[src/rtl/move_ctrl.sv]
// move_ctrl: two-axis push-button position controller feeding PWM duty codes.
// Build option: define MOVE_SATURATE_EN to clamp to [0, MAX_POS] instead of wrapping.
module move_axis #(
    parameter int W        = 6,
    parameter int STEP     = 4,
    parameter int MAX_POS  = 2**W - 1,
    parameter int HOLD_DLY = 25_000_000,
    parameter int RPT_PER  = 5_000_000,
    parameter int CNT_W    = 25
) (
    input  logic         sysclk,
    input  logic         rst_n,
    input  logic         pos,
    input  logic         neg,
    output logic [W-1:0] dc,
    output logic         step
);
    typedef enum logic [1:0] {IDLE, WAIT, RPT} state_t;

    localparam logic [CNT_W-1:0] HOLD_LD = CNT_W'(HOLD_DLY - 1);
    localparam logic [CNT_W-1:0] RPT_LD  = CNT_W'(RPT_PER - 1);
    localparam logic [W:0]       STEP_V  = (W+1)'(STEP);
`ifdef MOVE_SATURATE_EN
    localparam logic [W:0]       MAX_V   = (W+1)'(MAX_POS);
`endif

    if (STEP < 1 || STEP > 2**W - 1 || MAX_POS > 2**W - 1 ||
        HOLD_DLY < 2 || RPT_PER < 2) begin : g_bad_cfg
        $error("move_axis: parameter out of range");
    end

    state_t           state, state_n;
    logic [CNT_W-1:0] cnt, cnt_n;
    logic [1:0]       pair, pair_n;
    logic             go;
    logic [W:0]       sum, dif;
    logic [W-1:0]     up_v, dn_v, dc_n;

    // Next state: step on a fresh request, then hold-delay and repeat.
    always_comb begin
        state_n = state;
        cnt_n   = cnt;
        pair_n  = pair;
        go      = 1'b0;
        unique case (state)
            IDLE: begin
                if (pos ^ neg) begin
                    go      = 1'b1;
                    cnt_n   = HOLD_LD;
                    pair_n  = {pos, neg};
                    state_n = WAIT;
                end
            end
            WAIT, RPT: begin
                if ({pos, neg} != pair) begin
                    state_n = IDLE;
                end else if (cnt == '0) begin
                    go      = 1'b1;
                    cnt_n   = RPT_LD;
                    state_n = RPT;
                end else begin
                    cnt_n = cnt - 1'b1;
                end
            end
            default: state_n = IDLE;
        endcase
    end

    // Candidate position after one step; pos alone selects direction.
    always_comb begin
        sum = {1'b0, dc} + STEP_V;
        dif = {1'b0, dc} - STEP_V;
`ifdef MOVE_SATURATE_EN
        up_v = (sum > MAX_V) ? MAX_V[W-1:0] : sum[W-1:0];
        dn_v = dif[W] ? '0 : dif[W-1:0];
`else
        up_v = sum[W-1:0];
        dn_v = dif[W-1:0];
`endif
        dc_n = pos ? up_v : dn_v;
    end

    // State, counter and registered outputs; strobe only on a real change.
    always_ff @(posedge sysclk or negedge rst_n) begin
        if (!rst_n) begin
            state <= IDLE;
            cnt   <= '0;
            pair  <= '0;
            dc    <= '0;
            step  <= 1'b0;
        end else begin
            state <= state_n;
            cnt   <= cnt_n;
            pair  <= pair_n;
            step  <= go && (dc_n != dc);
            if (go) begin
                dc <= dc_n;
            end
        end
    end
endmodule

module move_ctrl #(
    parameter int W        = 6,
    parameter int STEP     = 4,
    parameter int MAX_POS  = 2**W - 1,
    parameter int HOLD_DLY = 25_000_000,
    parameter int RPT_PER  = 5_000_000,
    parameter int CNT_W    = 25
) (
    input  logic         sysclk,
    input  logic         Reset_Sw_n,
    input  logic         Bt_Up,
    input  logic         Bt_Down,
    input  logic         Bt_Left,
    input  logic         Bt_Right,
    output logic [W-1:0] DC_X,
    output logic [W-1:0] DC_Y,
    output logic         Step_X,
    output logic         Step_Y
);
    logic [3:0] sync1, sync2;

    // Two-flop synchronisers, order {up, down, right, left}.
    always_ff @(posedge sysclk or negedge Reset_Sw_n) begin
        if (!Reset_Sw_n) begin
            sync1 <= '0;
            sync2 <= '0;
        end else begin
            sync1 <= {Bt_Up, Bt_Down, Bt_Right, Bt_Left};
            sync2 <= sync1;
        end
    end

    move_axis #(
        .W(W), .STEP(STEP), .MAX_POS(MAX_POS),
        .HOLD_DLY(HOLD_DLY), .RPT_PER(RPT_PER), .CNT_W(CNT_W)
    ) u_x (
        .sysclk(sysclk), .rst_n(Reset_Sw_n),
        .pos(sync2[1]), .neg(sync2[0]),
        .dc(DC_X), .step(Step_X)
    );

    move_axis #(
        .W(W), .STEP(STEP), .MAX_POS(MAX_POS),
        .HOLD_DLY(HOLD_DLY), .RPT_PER(RPT_PER), .CNT_W(CNT_W)
    ) u_y (
        .sysclk(sysclk), .rst_n(Reset_Sw_n),
        .pos(sync2[3]), .neg(sync2[2]),
        .dc(DC_Y), .step(Step_Y)
    );
endmodule

[config.mk]
export PLATFORM = sky130hd
export DESIGN_NAME = move_ctrl
export DESIGN_NICKNAME = d
export VERILOG_FILES = /design/src/rtl/move_ctrl.sv
export SDC_FILE = /design/constraint.sdc
export NUM_CORES = 1
export LEC_CHECK = 0
export CAP_MARGIN = 10
export CORE_ASPECT_RATIO = 1.25
export CORE_MARGIN = 10
export CORE_UTILIZATION = 45
export CTS_CLUSTER_DIAMETER = 100
export DETAILED_ROUTE_END_ITERATION = 7
export GPL_TIMING_DRIVEN = 0
export PLACE_DENSITY_LB_ADDON = 0.15
export SYNTH_ARGS = -nofsm -noshare
export SYNTH_HDL_FRONTEND = slang
export SYNTH_SLANG_ARGS = --single-unit
[constraint.sdc]
create_clock -name sysclk -period 2.5 [get_ports sysclk]
set_input_delay 0.375 -clock sysclk [delete_from_list [all_inputs] [get_ports sysclk]]
set_output_delay 0.375 -clock sysclk [all_outputs]
set_load 0.005 [all_outputs]
==> impl_summary.txt <==
----------------------------------------------------
[Synth]
  Largest family of logic cells by synthesized area ... compound AO/OA/AOI/OAI gates
  Adder-cell share of the synthesized area ... 0.0391
  Synth Area in Compound Gates ... 0.230
  Xor-xnor portion of the synthesized cell area ... 0.0290
  Number of library cell types mapped by synthesis ... 66
  Post-synthesis cell type with the largest combined area ... sky130_fd_sc_hd__dfrtp_1
  Flip-flop and latch count after synthesis ... 76
  Synth Instances ... ~450
  Number of enable flip-flop cells after synthesis ... 0
  Area fraction of the dominant cell type after synthesis ... 0.450
  Syn Area/Cell ... roughly 9.4 sq um
  Area of the mapped netlist ... between 4000 and 5000 sq um
  Mux contribution to synthesized area ... 0.0154
  Prevailing post-synth register cell ... sky130_fd_sc_hd__dfrtp_1
  Simple-gate portion of the synthesized area ... 0.186
  FFs w/ async S/R, synth ... 1.00
  Proportion of synthesized chip area in sequential cells ... 0.450
  Leading post-synthesis cells by cell area ... sky130_fd_sc_hd__dfrtp_1, sky130_fd_sc_hd__a21oi_1, sky130_fd_sc_hd__o21ai_0, sky130_fd_sc_hd__ha_1, sky130_fd_sc_hd__nor2_1
  Syn. warnings ... 0

[Floorplanning]
  Vertical die dimension ... approximately 130 um
  Full die area ... roughly 14,000 sq um
  Starting density of the core ... 0.460
  Row cnt ... 39
  Number of top-level pins ... 20
  Area of the core ... between 9000 and 10,000 sq um
  Width of the chip ... 107 um

[Run status]
  Failing checks ... hold timing
  Run status ... finished, violations left

[Power and ir drop]
  Combinational share of power ... 0.365
  Worst-case vdd ir drop ... between 0.4 and 0.5 mV
  Portion of total power attributed to sequential cells ... 0.347
  Lkg Pwr ... between 2 and 2.5 nW
  Internal power ... between 0.003 and 0.004 W
  Switching power share of the total ... 0.358
  Total power per unit cell area ... around 950 nW/um^2
  Switching pwr ... 0.00173 W
  PnR Total Power ... around 0.0048 W
  Clock Power Share ... 0.288

[STA]
  Worst slew margin relative to its limit ... 0.531
  Minimum clock period ... 2.45 ns
  Highest Clock Rate ... 408 MHz
  Post-route worst setup slack ... around 0.047 ns
  Final worst hold slack ... -0.0116 ns
  Max-slew violations ... 0
  Sum Neg Setup Slack ... 0 ns
  Final clock skew ... 0.00819 ns
  Hold Vio Cnt, Final ... 9
  Number of setup violations in the final report ... 0
  Final period util ... 0.981
  Setup repair after global routing missed its margin ... yes
  Transition time of the tightest slew-check pin ... between 0.6 and 0.7 ns

[Place]
  Detailed placement HPWL ... 6920 um
  Post-placement setup slack ... -0.514 ns
  # port buffers ... 15
  Weighted congestion at the end of routability-driven global placement ... 0.922

[Worst setup path]
  Crit path launch type ... flop
  Cell-by-cell trace of the critical path ... or4_4, or3_1, buf_6, or3_4, a31o_1, a211o_1
  Sum of buffers and inverters on the critical path ... 1
  Critical Path AT ... between 2 and 3 ns
  Gate family responsible for the most delay along the worst path ... simple AND/OR/NAND/NOR gates
  Max stage delay on crit path ... about 0.53 ns
  Slowest cell on the critical path ... sky130_fd_sc_hd__or4_4
  Crit path max fanout ... 6
  Setup CP Type ... flop to flop
  Worst setup EP type ... flop
  Required time of the critical path ... 2.72 ns

[Clock network]
  TritonCTS clock tree ... built
  Clock sink count ... between 70 and 80
  Clock transition at the registers of the reported paths ... 0.06 ns
  Maximum clock path buffer count ... 2
  Number of H-tree levels ... 3
  Clock network latency to the later pin of the worst-skew pair ... approximately 0.33 ns
  Clock buffers created by TritonCTS ... 9
  Root buffer cell ... sky130_fd_sc_hd__clkbuf_16
  Hold bufs inserted after CTS ... 0

[Route]
  Remaining routing DRC violations ... 0
  Vias after detailed routing ... 3,641
  Detailed router's first-iteration violation count ... about 150
  Number of nets still failing antenna checks after routing ... 0
  Vias per cell ... around 6
  Total wirelength of the detailed-routed design ... just over 10,000 um
  Drt wl/cell ... between 15 and 20 um
  First-pass detailed-route iteration total ... 4

[Final layout]
  Number of inserted diodes ... 0
  Fraction of final layout cells with drive strength greater than 1 ... 0.142
  P&R area growth vs syn ... 21.0%
  Top library cells by usage in the layout, fill and taps aside ... sky130_fd_sc_hd__dfrtp_1, sky130_fd_sc_hd__a21oi_1, sky130_fd_sc_hd__o21ai_0
  Net count of the finished layout ... between 500 and 600
  Commonest non-fill, non-tap cell in the layout ... sky130_fd_sc_hd__dfrtp_1

[Flow run]
  Maximum capacitance violations ... 0

[Global routing]
  First-pass GRT wire length ... 17,600 um
  GRT Util Overall ... 0.156
  Initial antenna violation count ... 0
  Number of global-route vias before repair ... ~3.7k
  Total grt overflow ... 0
  Largest net degree at the start of global routing ... 43

[Min path]
  Hold WC Path Type ... input port to asynchronous set/reset pin

----------------------------------------------------
[synthesized netlist by cell type, drive strengths merged (3+ instances only)]
cell and count:
xnor2 6, xor2 8, or4 7, a41oi 3, o211ai 3, a32o 3
or3 6, nor3 24, buf 9, inv 22, a2bb2oi 3, nand3 10
nor2 33, dfrtp 76, a211o 4, a21oi 37, and3 4, mux2 4
nand2b 5, clkbuf 14, a211oi 3, o22ai 3, nand2 21, o21ai 37
a21o 14, nand4 6, ha 10, a31oi 13, o31ai 9, or2 4
nor4 12
[timing repair]
action / 4_1_cts / 5_1_grt
gates cloned: 0 / 0
pin swaps: 5 / 5
endpoints found under the setup margin: 36 / 33
buffers inserted: 14 / 3
resized for setup: 10 / 10
[area by class of cell]
type	instances	area, sq um
inverter	22	82.6
sequential	76	1900
clock inverter	4	72.6
tap	123	154
timing repair buffer	33	308
fill	854	4060
buffer	22	124
multi-input combinational	331	2220
clock buffer	12	246
[state kept, by name, summed over array words and instances (netlist names), 4 cells and up]
name / flops
sync1: 4
sync2: 4
u_x.cnt: 25
u_x.dc: 4
u_y.cnt: 25
u_y.dc: 4
[per-stage QoR]
step                instance area (sq um)  hold slack (ns)  cells  utilization
floorplan                            4260           0.0794    452            -
global placement                     4560            0.334    590        0.497
detailed placement                   4580            0.339    591        0.499
CTS                                  5040          0.00902    620        0.549
global route                         5110           0.0275    623        0.557
finish                               5110          -0.0116    623        0.557
[logic make-up (layout without fill, tap and decap cells)]
kind of cell             after synthesis  after routing
AO/OA/AOI/OAI                        150            150
XOR/XNOR                              14             14
adder cells (fa/ha/maj)               12             12
buffers and inverters                 45             93
flip-flops                            76             76
multiplexers                           6              6
other                                  1              4
AND/OR/NAND/NOR                      145            145
[power by group through the flow]
stage	combinational, W	clock, W	sequential (W)
floorplan	0.00111	0	0.00166
global placement	0.00162	0	0.00169
detailed placement	0.00166	0	0.00170
CTS	0.00171	0.00143	0.00168
global route	0.00199	0.00148	0.00172
finish	0.00177	0.00140	0.00168
[per-layer routing]
layer | track usage | vias up | part of all wire
met5 | 0 | - | 0
met1 | 0.173 | 1775 | 0.43
met2 | 0.276 | 91 | 0.51
li1 | - | 1759 | -
met4 | 0.0662 | 0 | 0.018
met3 | 0.0418 | 16 | 0.046
[worst paths after layout]
| check | start | endpoint | slack [ns] | cells past startpoint |
|---|---|---|---|---|
| max | u_y.cnt[9] | u_y.cnt[16] | 0.05 | 6 |
| min | Reset_Sw_n | u_y.dc[5] | -0.01 | 1 |
| max reg2reg | u_y.cnt[9] | u_y.cnt[16] | 0.05 | 6 |
| min reg2reg | sync1[2] | sync2[2] | 0.34 | 0 |
| max in group asynchronous | Reset_Sw_n | u_x.cnt[24] | 1.93 | 2 |
| min in group sysclk | sync1[2] | sync2[2] | 0.34 | 0 |
Power figures use the tool's default switching activity.
